**src/rtl/fpu_queue_pkg.sv**
```systemverilog
// Shared definitions for the FPU decoder -> NEU instruction queue: descriptor layout,
// default sizes and the descriptor pack/unpack helpers.
package fpu_queue_pkg;

  localparam int unsigned OPC_LSB  = 0;
  localparam int unsigned OPC_W    = 8;
  localparam int unsigned IDX_LSB  = 8;
  localparam int unsigned IDX_W    = 3;
  localparam int unsigned MEM_LSB  = 11;
  localparam int unsigned SIZE_LSB = 12;
  localparam int unsigned SIZE_W   = 2;
  localparam int unsigned INT_LSB  = 14;
  localparam int unsigned BCD_LSB  = 15;
  localparam int unsigned META_W   = 16;

  localparam int unsigned DEFAULT_DEPTH  = 3;
  localparam int unsigned DEFAULT_DATA_W = 80;

  typedef struct packed {
    logic              is_bcd;
    logic              is_int;
    logic [SIZE_W-1:0] op_size;
    logic              has_mem;
    logic [IDX_W-1:0]  stack_idx;
    logic [OPC_W-1:0]  opcode;
  } fpu_desc_t;

  function automatic logic [META_W-1:0] pack_desc(fpu_desc_t d);
    logic [META_W-1:0] m;
    m = '0;
    m[OPC_LSB +: OPC_W]   = d.opcode;
    m[IDX_LSB +: IDX_W]   = d.stack_idx;
    m[MEM_LSB]            = d.has_mem;
    m[SIZE_LSB +: SIZE_W] = d.op_size;
    m[INT_LSB]            = d.is_int;
    m[BCD_LSB]            = d.is_bcd;
    return m;
  endfunction

  function automatic fpu_desc_t unpack_desc(logic [META_W-1:0] m);
    fpu_desc_t d;
    d.opcode    = m[OPC_LSB +: OPC_W];
    d.stack_idx = m[IDX_LSB +: IDX_W];
    d.has_mem   = m[MEM_LSB];
    d.op_size   = m[SIZE_LSB +: SIZE_W];
    d.is_int    = m[INT_LSB];
    d.is_bcd    = m[BCD_LSB];
    return d;
  endfunction

  // Modulo-depth successor; depth need not be a power of two.
  function automatic int unsigned next_idx(int unsigned idx, int unsigned depth);
    return (idx == depth - 1) ? 0 : idx + 1;
  endfunction

endpackage

```
**src/rtl/fpu_queue_ptr.sv**
```systemverilog
// Modulo-DEPTH pointer register with load (priority) and increment.
module fpu_queue_ptr
  import fpu_queue_pkg::*;
#(
  parameter int unsigned DEPTH = DEFAULT_DEPTH,
  parameter int unsigned PTR_W = $clog2(DEPTH)
) (
  input  logic             clk_i,
  input  logic             reset_i,
  input  logic             inc_i,
  input  logic             load_i,
  input  logic [PTR_W-1:0] load_val_i,
  output logic [PTR_W-1:0] ptr_o
);

  logic [PTR_W-1:0] ptr_q, ptr_d;

  always_comb begin
    ptr_d = ptr_q;
    if (load_i) begin
      ptr_d = load_val_i;
    end else if (inc_i) begin
      ptr_d = PTR_W'(next_idx(32'(ptr_q), DEPTH));
    end
  end

  always_ff @(posedge clk_i) begin
    if (reset_i) begin
      ptr_q <= '0;
    end else begin
      ptr_q <= ptr_d;
    end
  end

  assign ptr_o = ptr_q;

endmodule

```
**src/rtl/fpu_instruction_fifo.sv**
```systemverilog
// Instruction/operand FIFO between FPU decoder and NEU with head+1 peek, almost-full,
// head-preserving flush and sticky overflow.
module fpu_instruction_fifo
  import fpu_queue_pkg::*;
#(
  parameter int unsigned DEPTH    = DEFAULT_DEPTH,
  parameter int unsigned DATA_W   = DEFAULT_DATA_W,
  parameter int unsigned META_W   = fpu_queue_pkg::META_W,
  parameter int unsigned AF_LEVEL = DEPTH - 1,
  parameter int unsigned CNT_W    = $clog2(DEPTH + 1)
) (
  input  logic              clk_i,
  input  logic              reset_i,
  input  logic              enq_valid_i,
  input  logic [META_W-1:0] enq_meta_i,
  input  logic [DATA_W-1:0] enq_data_i,
  output logic              enq_ready_o,
  output logic              deq_valid_o,
  input  logic              deq_ready_i,
  output logic [META_W-1:0] deq_meta_o,
  output logic [DATA_W-1:0] deq_data_o,
  output logic              peek_valid_o,
  output logic [META_W-1:0] peek_meta_o,
  input  logic              flush_i,
  input  logic              flush_keep_head_i,
  output logic [CNT_W-1:0]  count_o,
  output logic              almost_full_o,
  output logic              err_overflow_o
);

  localparam int unsigned PTR_W = $clog2(DEPTH);
  localparam int unsigned ENT_W = META_W + DATA_W;

  logic [ENT_W-1:0] mem_q [DEPTH];
  logic [CNT_W-1:0] count_q, count_d;
  logic             err_q;
  logic [PTR_W-1:0] rd_ptr, rd_next, wr_ptr, wr_load_val;
  logic             flush_any, enq_fire, deq_fire, wr_load;

  assign flush_any   = flush_i | flush_keep_head_i;
  assign enq_ready_o = (32'(count_q) < DEPTH) && !flush_any;
  assign deq_valid_o = (count_q != '0) && !flush_any;
  assign enq_fire    = enq_valid_i && enq_ready_o;
  assign deq_fire    = deq_valid_o && deq_ready_i;
  assign rd_next     = PTR_W'(next_idx(32'(rd_ptr), DEPTH));

  // Keep-head flush rewinds wr to just behind the head; a full flush wins.
  assign wr_load     = flush_i || (flush_keep_head_i && (count_q != '0));
  assign wr_load_val = flush_i ? '0 : rd_next;

  fpu_queue_ptr #(.DEPTH(DEPTH), .PTR_W(PTR_W)) u_rd_ptr (
    .clk_i      (clk_i),
    .reset_i    (reset_i),
    .inc_i      (deq_fire),
    .load_i     (flush_i),
    .load_val_i ('0),
    .ptr_o      (rd_ptr)
  );

  fpu_queue_ptr #(.DEPTH(DEPTH), .PTR_W(PTR_W)) u_wr_ptr (
    .clk_i      (clk_i),
    .reset_i    (reset_i),
    .inc_i      (enq_fire),
    .load_i     (wr_load),
    .load_val_i (wr_load_val),
    .ptr_o      (wr_ptr)
  );

  always_comb begin
    count_d = count_q;
    if (flush_i) begin
      count_d = '0;
    end else if (flush_keep_head_i) begin
      if (count_q != '0) count_d = CNT_W'(1);
    end else if (enq_fire && !deq_fire) begin
      count_d = count_q + CNT_W'(1);
    end else if (!enq_fire && deq_fire) begin
      count_d = count_q - CNT_W'(1);
    end
  end

  always_ff @(posedge clk_i) begin
    if (reset_i) begin
      count_q <= '0;
      err_q   <= 1'b0;
      for (int i = 0; i < DEPTH; i++) mem_q[i] <= '0;
    end else begin
      count_q <= count_d;
      if (enq_valid_i && !enq_ready_o && !flush_any) err_q <= 1'b1;
      if (enq_fire) mem_q[wr_ptr] <= {enq_meta_i, enq_data_i};
    end
  end

  assign deq_meta_o     = deq_valid_o ? mem_q[rd_ptr][ENT_W-1 -: META_W] : '0;
  assign deq_data_o     = deq_valid_o ? mem_q[rd_ptr][DATA_W-1:0] : '0;
  assign peek_valid_o   = 32'(count_q) >= 2;
  assign peek_meta_o    = peek_valid_o ? mem_q[rd_next][ENT_W-1 -: META_W] : '0;
  assign count_o        = count_q;
  assign almost_full_o  = 32'(count_q) >= AF_LEVEL;
  assign err_overflow_o = err_q;

endmodule

```
**config.mk**
```make
export PLATFORM = sky130hd
export DESIGN_NAME = fpu_instruction_fifo
export DESIGN_NICKNAME = d
export VERILOG_FILES = /design/src/rtl/fpu_queue_pkg.sv /design/src/rtl/fpu_queue_ptr.sv /design/src/rtl/fpu_instruction_fifo.sv
export SDC_FILE = /design/constraint.sdc
export NUM_CORES = 1
export LEC_CHECK = 0
export ABC_AREA = 1
export ABC_CLOCK_PERIOD_IN_PS = 12450
export CAP_MARGIN = 25
export CORE_MARGIN = 2
export CORE_UTILIZATION = 48
export DETAILED_ROUTE_END_ITERATION = 12
export PLACE_DENSITY = 0.84
export REMOVE_ABC_BUFFERS = 1
export SYNTH_ARGS = -nofsm -noshare
export SYNTH_HDL_FRONTEND = slang
export SYNTH_HIERARCHICAL = 1
export SYNTH_SLANG_ARGS = --single-unit
```
**constraint.sdc**
```tcl
create_clock -name clk_i -period 12.45 [get_ports clk_i]
set_input_delay 1.8675 -clock clk_i [delete_from_list [all_inputs] [get_ports clk_i]]
set_output_delay 1.8675 -clock clk_i [all_outputs]
set_load 0.03 [all_outputs]
```
==> results_dict.tcl <==
set metrics [dict create \
    vdd_drop_max_uv 132.1 \
    p_int_w 0.002191 \
    overflow 0 \
    worst_setup_path_end_kind "primary output" \
    cts_sinks 391 \
    use_met1_pct 32.26 \
    grt_pass1_wl_mm 68.97 \
    synth_area_mm2 0.01694 \
    htree_levels 2 \
    synth.avg_cell_area_um2 10.41 \
    clkPwrFrac_pct 39.6 \
    die_w_um 191.8 \
    ys_seq_area_share_pct 68.91 \
    setup_viol 0 \
    r2r_cells 6 \
    cts_tree "built" \
    drc 0 \
    finalMaxSlewViolations 0 \
    vias_per_cell 5.540 \
    rsz0062_at_grt "false" \
    grt_antenna_before_repair 0 \
    rr_startpoint "count_o[1]" \
    clk_path_buf_depth 3 \
    rr_endpoint "mem_q[1][10]" \
    ant_nets 0 \
    final_nets 1911 \
    period_share_pct 56.44 \
    io_pins 221 \
    portBuffers 220 \
    core_mm2 0.03463 \
    use_met2_pct 41.64 \
    gr-max-usage-layer "met2" \
    dieArea_mm2 0.03680 \
    worst_pin_slew_ps 1049 \
    routed_wl_mm 45.18 \
    finalInstanceArea_mm2 0.02067 \
    r2r_slack_ps 8620 \
    drive_above_1_share_pct 4.850 \
    fillCellCount 2706 \
    ys_types 26 \
    cts_hold_buf 0 \
    wl_per_cell_um 19.73 \
    start_kind "input port" \
    p_switching_w 0.0006314 \
    cellPowerDensity_mw_per_mm2 136.6 \
    max_freq_mhz 142.3 \
    drv_cap 0 \
    seq_power_share_pct 53.1 \
    utilization_pct 59.68 \
    hold_depth 1 \
    power_leakage_nw 7.834 \
    met3_usage_pct 4.586 \
    first_pass_iters 5 \
    grt_pass1_vias 12841 \
    tns_ps 0 \
    syn_to_final_growth_pct 22.01 \
    crit_required_ps 10580 \
    dr.first_iter.drc_count 1160 \
    ys_seq_elements 391 \
    cts_resized 0 \
    outcome "finished, final reports clean" \
    synth_cells 1627 \
    hp-class "flop to flop" \
    max-slew-margin-rel_pct 30.05 \
    finClkSkew_ps 9.076 \
    min-delay-start "err_overflow_o" \
    post_cts_buffers 0 \
    cts_buffers 40 \
    sw_frac_of_total_pct 22.37 \
    path_class "input port to primary output" \
    root_buffer "clkbuf_16" \
    place_area_mm2 0.01942 \
    cts.clk_slew.worst_paths_ps 60 \
    clock_latency_ps 520 \
    gp_congestion 0.8625 \
    cp.arrival_ps 5160 \
    start_util_pct 48.91 \
    period_minus_slack_ps 7027 \
    cp_max_fo 35 \
    combPwrFrac_pct 7.3 \
    hold_viol 0 \
    vias 12686 \
    grt_util_all_layers_pct 24.61 \
    grt_start_max_net_pins 78 \
    n_antenna_cell 0 \
    dp_hpwl_mm 24.95 \
    num_rows 68 \
    die_height_um 191.8 \
    hold-path-endpoint "err_overflow_o" \
    yosysWarnings 6 \
]
-- layout by cell type, fill, tap and decap left out --
master / count
inv_1: 144
nor2_4: 3
a21oi_1: 10
nor2_2: 1
o21ai_0: 106
buf_16: 1
nand2_1: 259
conb_1: 2
inv_4: 2
clkinvlp_4: 2
dfxtp_4: 1
a31oi_1: 96
clkinv_4: 1
buf_4: 17
o21a_1: 1
buf_12: 2
nor3_1: 1
clkinv_2: 6
inv_2: 1
dfxtp_1: 6
bufinv_16: 2
clkbuf_1: 9
a22oi_1: 10
edfxtp_1: 384
clkinv_1: 9
nand2_4: 3
nand2_2: 1
nand3_2: 1
nor2_1: 475
clkdlybuf4s50_1: 220
nand3_1: 12
o21bai_1: 1
clkbuf_16: 41
nand3_4: 3
nor4_2: 1
nand4_1: 1
-- stage by stage --
| stage | cells | setup WS (ps) | hold slack, ps | total power (W) |
|---|---|---|---|---|
| 2_1_floorplan | 1527 | 482.3 | 564.7 | 0.001629 |
| 3_3_place_gp | 2219 | 5232 | 453.4 | 0.001722 |
| 3_5_place_dp | 2220 | 5482 | 466.9 | 0.001727 |
| 4_1_cts | 2288 | 5427 | 480.1 | 0.002832 |
| 5_1_grt | 2290 | 5236 | 514.1 | 0.002903 |
| 6_report | 2290 | 5423 | 472.6 | 0.002823 |
-- kinds of logic after synthesis --
group,share of synthesized area (%)
buffers and inverters,6.294
DFF,68.91
AOI/OAI and AO/OA,7.505
other,0.02214
and+or+nand+nor,17.27
-- cell type report --
class                           count  area (um^2)  area share (%)
Clock inverter                     18        137.6          0.6660
Timing Repair Buffer              240         2397           11.60
Clock buffer                       50         1060           5.128
Inverter                          149        566.8           2.743
Tap cell                          455        569.3           2.755
Multi-Input combinational cell    987         4260           20.62
Sequential cell                   391        11670           56.49
-- per-layer routing --
layer  vias to the layer above  wire, um
met2                       739     21690
li1                       5788         -
met1                      6070     17790
met4                         0       998
met5                         -         0
met3                        89      4704
-- how the worst max path moves through the flow --
stage	to	startpoint	slack, ps
after global routing	deq_data_o[20]	flush_i	5240
after detailed placement	deq_meta_o[5]	flush_i	5480
after floorplan	mem_q[3][0]	flush_i	480
after CTS	deq_data_o[20]	flush_i	5430
after global placement	deq_data_o[66]	flush_i	5230
final	deq_data_o[20]	flush_i	5420
-- registers in the layout (all words and copies together) (netlist names) --
signal          cells
err_overflow_o      1
count_o             2
u_wr_ptr/ptr_o      2
u_rd_ptr/ptr_o      2
mem_q             384
-- synth_stat cells (all sizes together) --
cell    count  area, um^2
a21oi      10       50.05
a22oi      10       75.07
a31oi      96       600.6
buf        56       337.8
clkbuf     45       168.9
conb        1       3.750
dfxtp       7       140.1
edfxtp    384       11530
inv       149       559.3
nand2     263       989.7
nand3      16       100.1
nand4       1       6.260
nor2      479        1818
nor3        1       5.000
nor4        1       6.260
o21a        1       7.510
o21ai     106       530.5
o21bai      1       7.510
-- power by group through the flow --
stage / Combinational [W] / Clock (W) / Sequential (W)
2_1_floorplan: 0.0000997 / 0 / 0.00153
3_3_place_gp: 0.000198 / 0 / 0.00152
3_5_place_dp: 0.000201 / 0 / 0.00153
4_1_cts: 0.000202 / 0.00113 / 0.00150
5_1_grt: 0.000223 / 0.00118 / 0.00150
6_report: 0.000205 / 0.00112 / 0.00150
-- critical path, stage by stage --
cell             delay, ps
clkdlybuf4s50_1        600
nor2_4                 250
inv_1                   90
nor2_2                 160
clkinv_2               510
buf_12                 400
buf_4                  280
a31oi_1                270
clkdlybuf4s50_1        720
(Power assumes the default switching activity.)
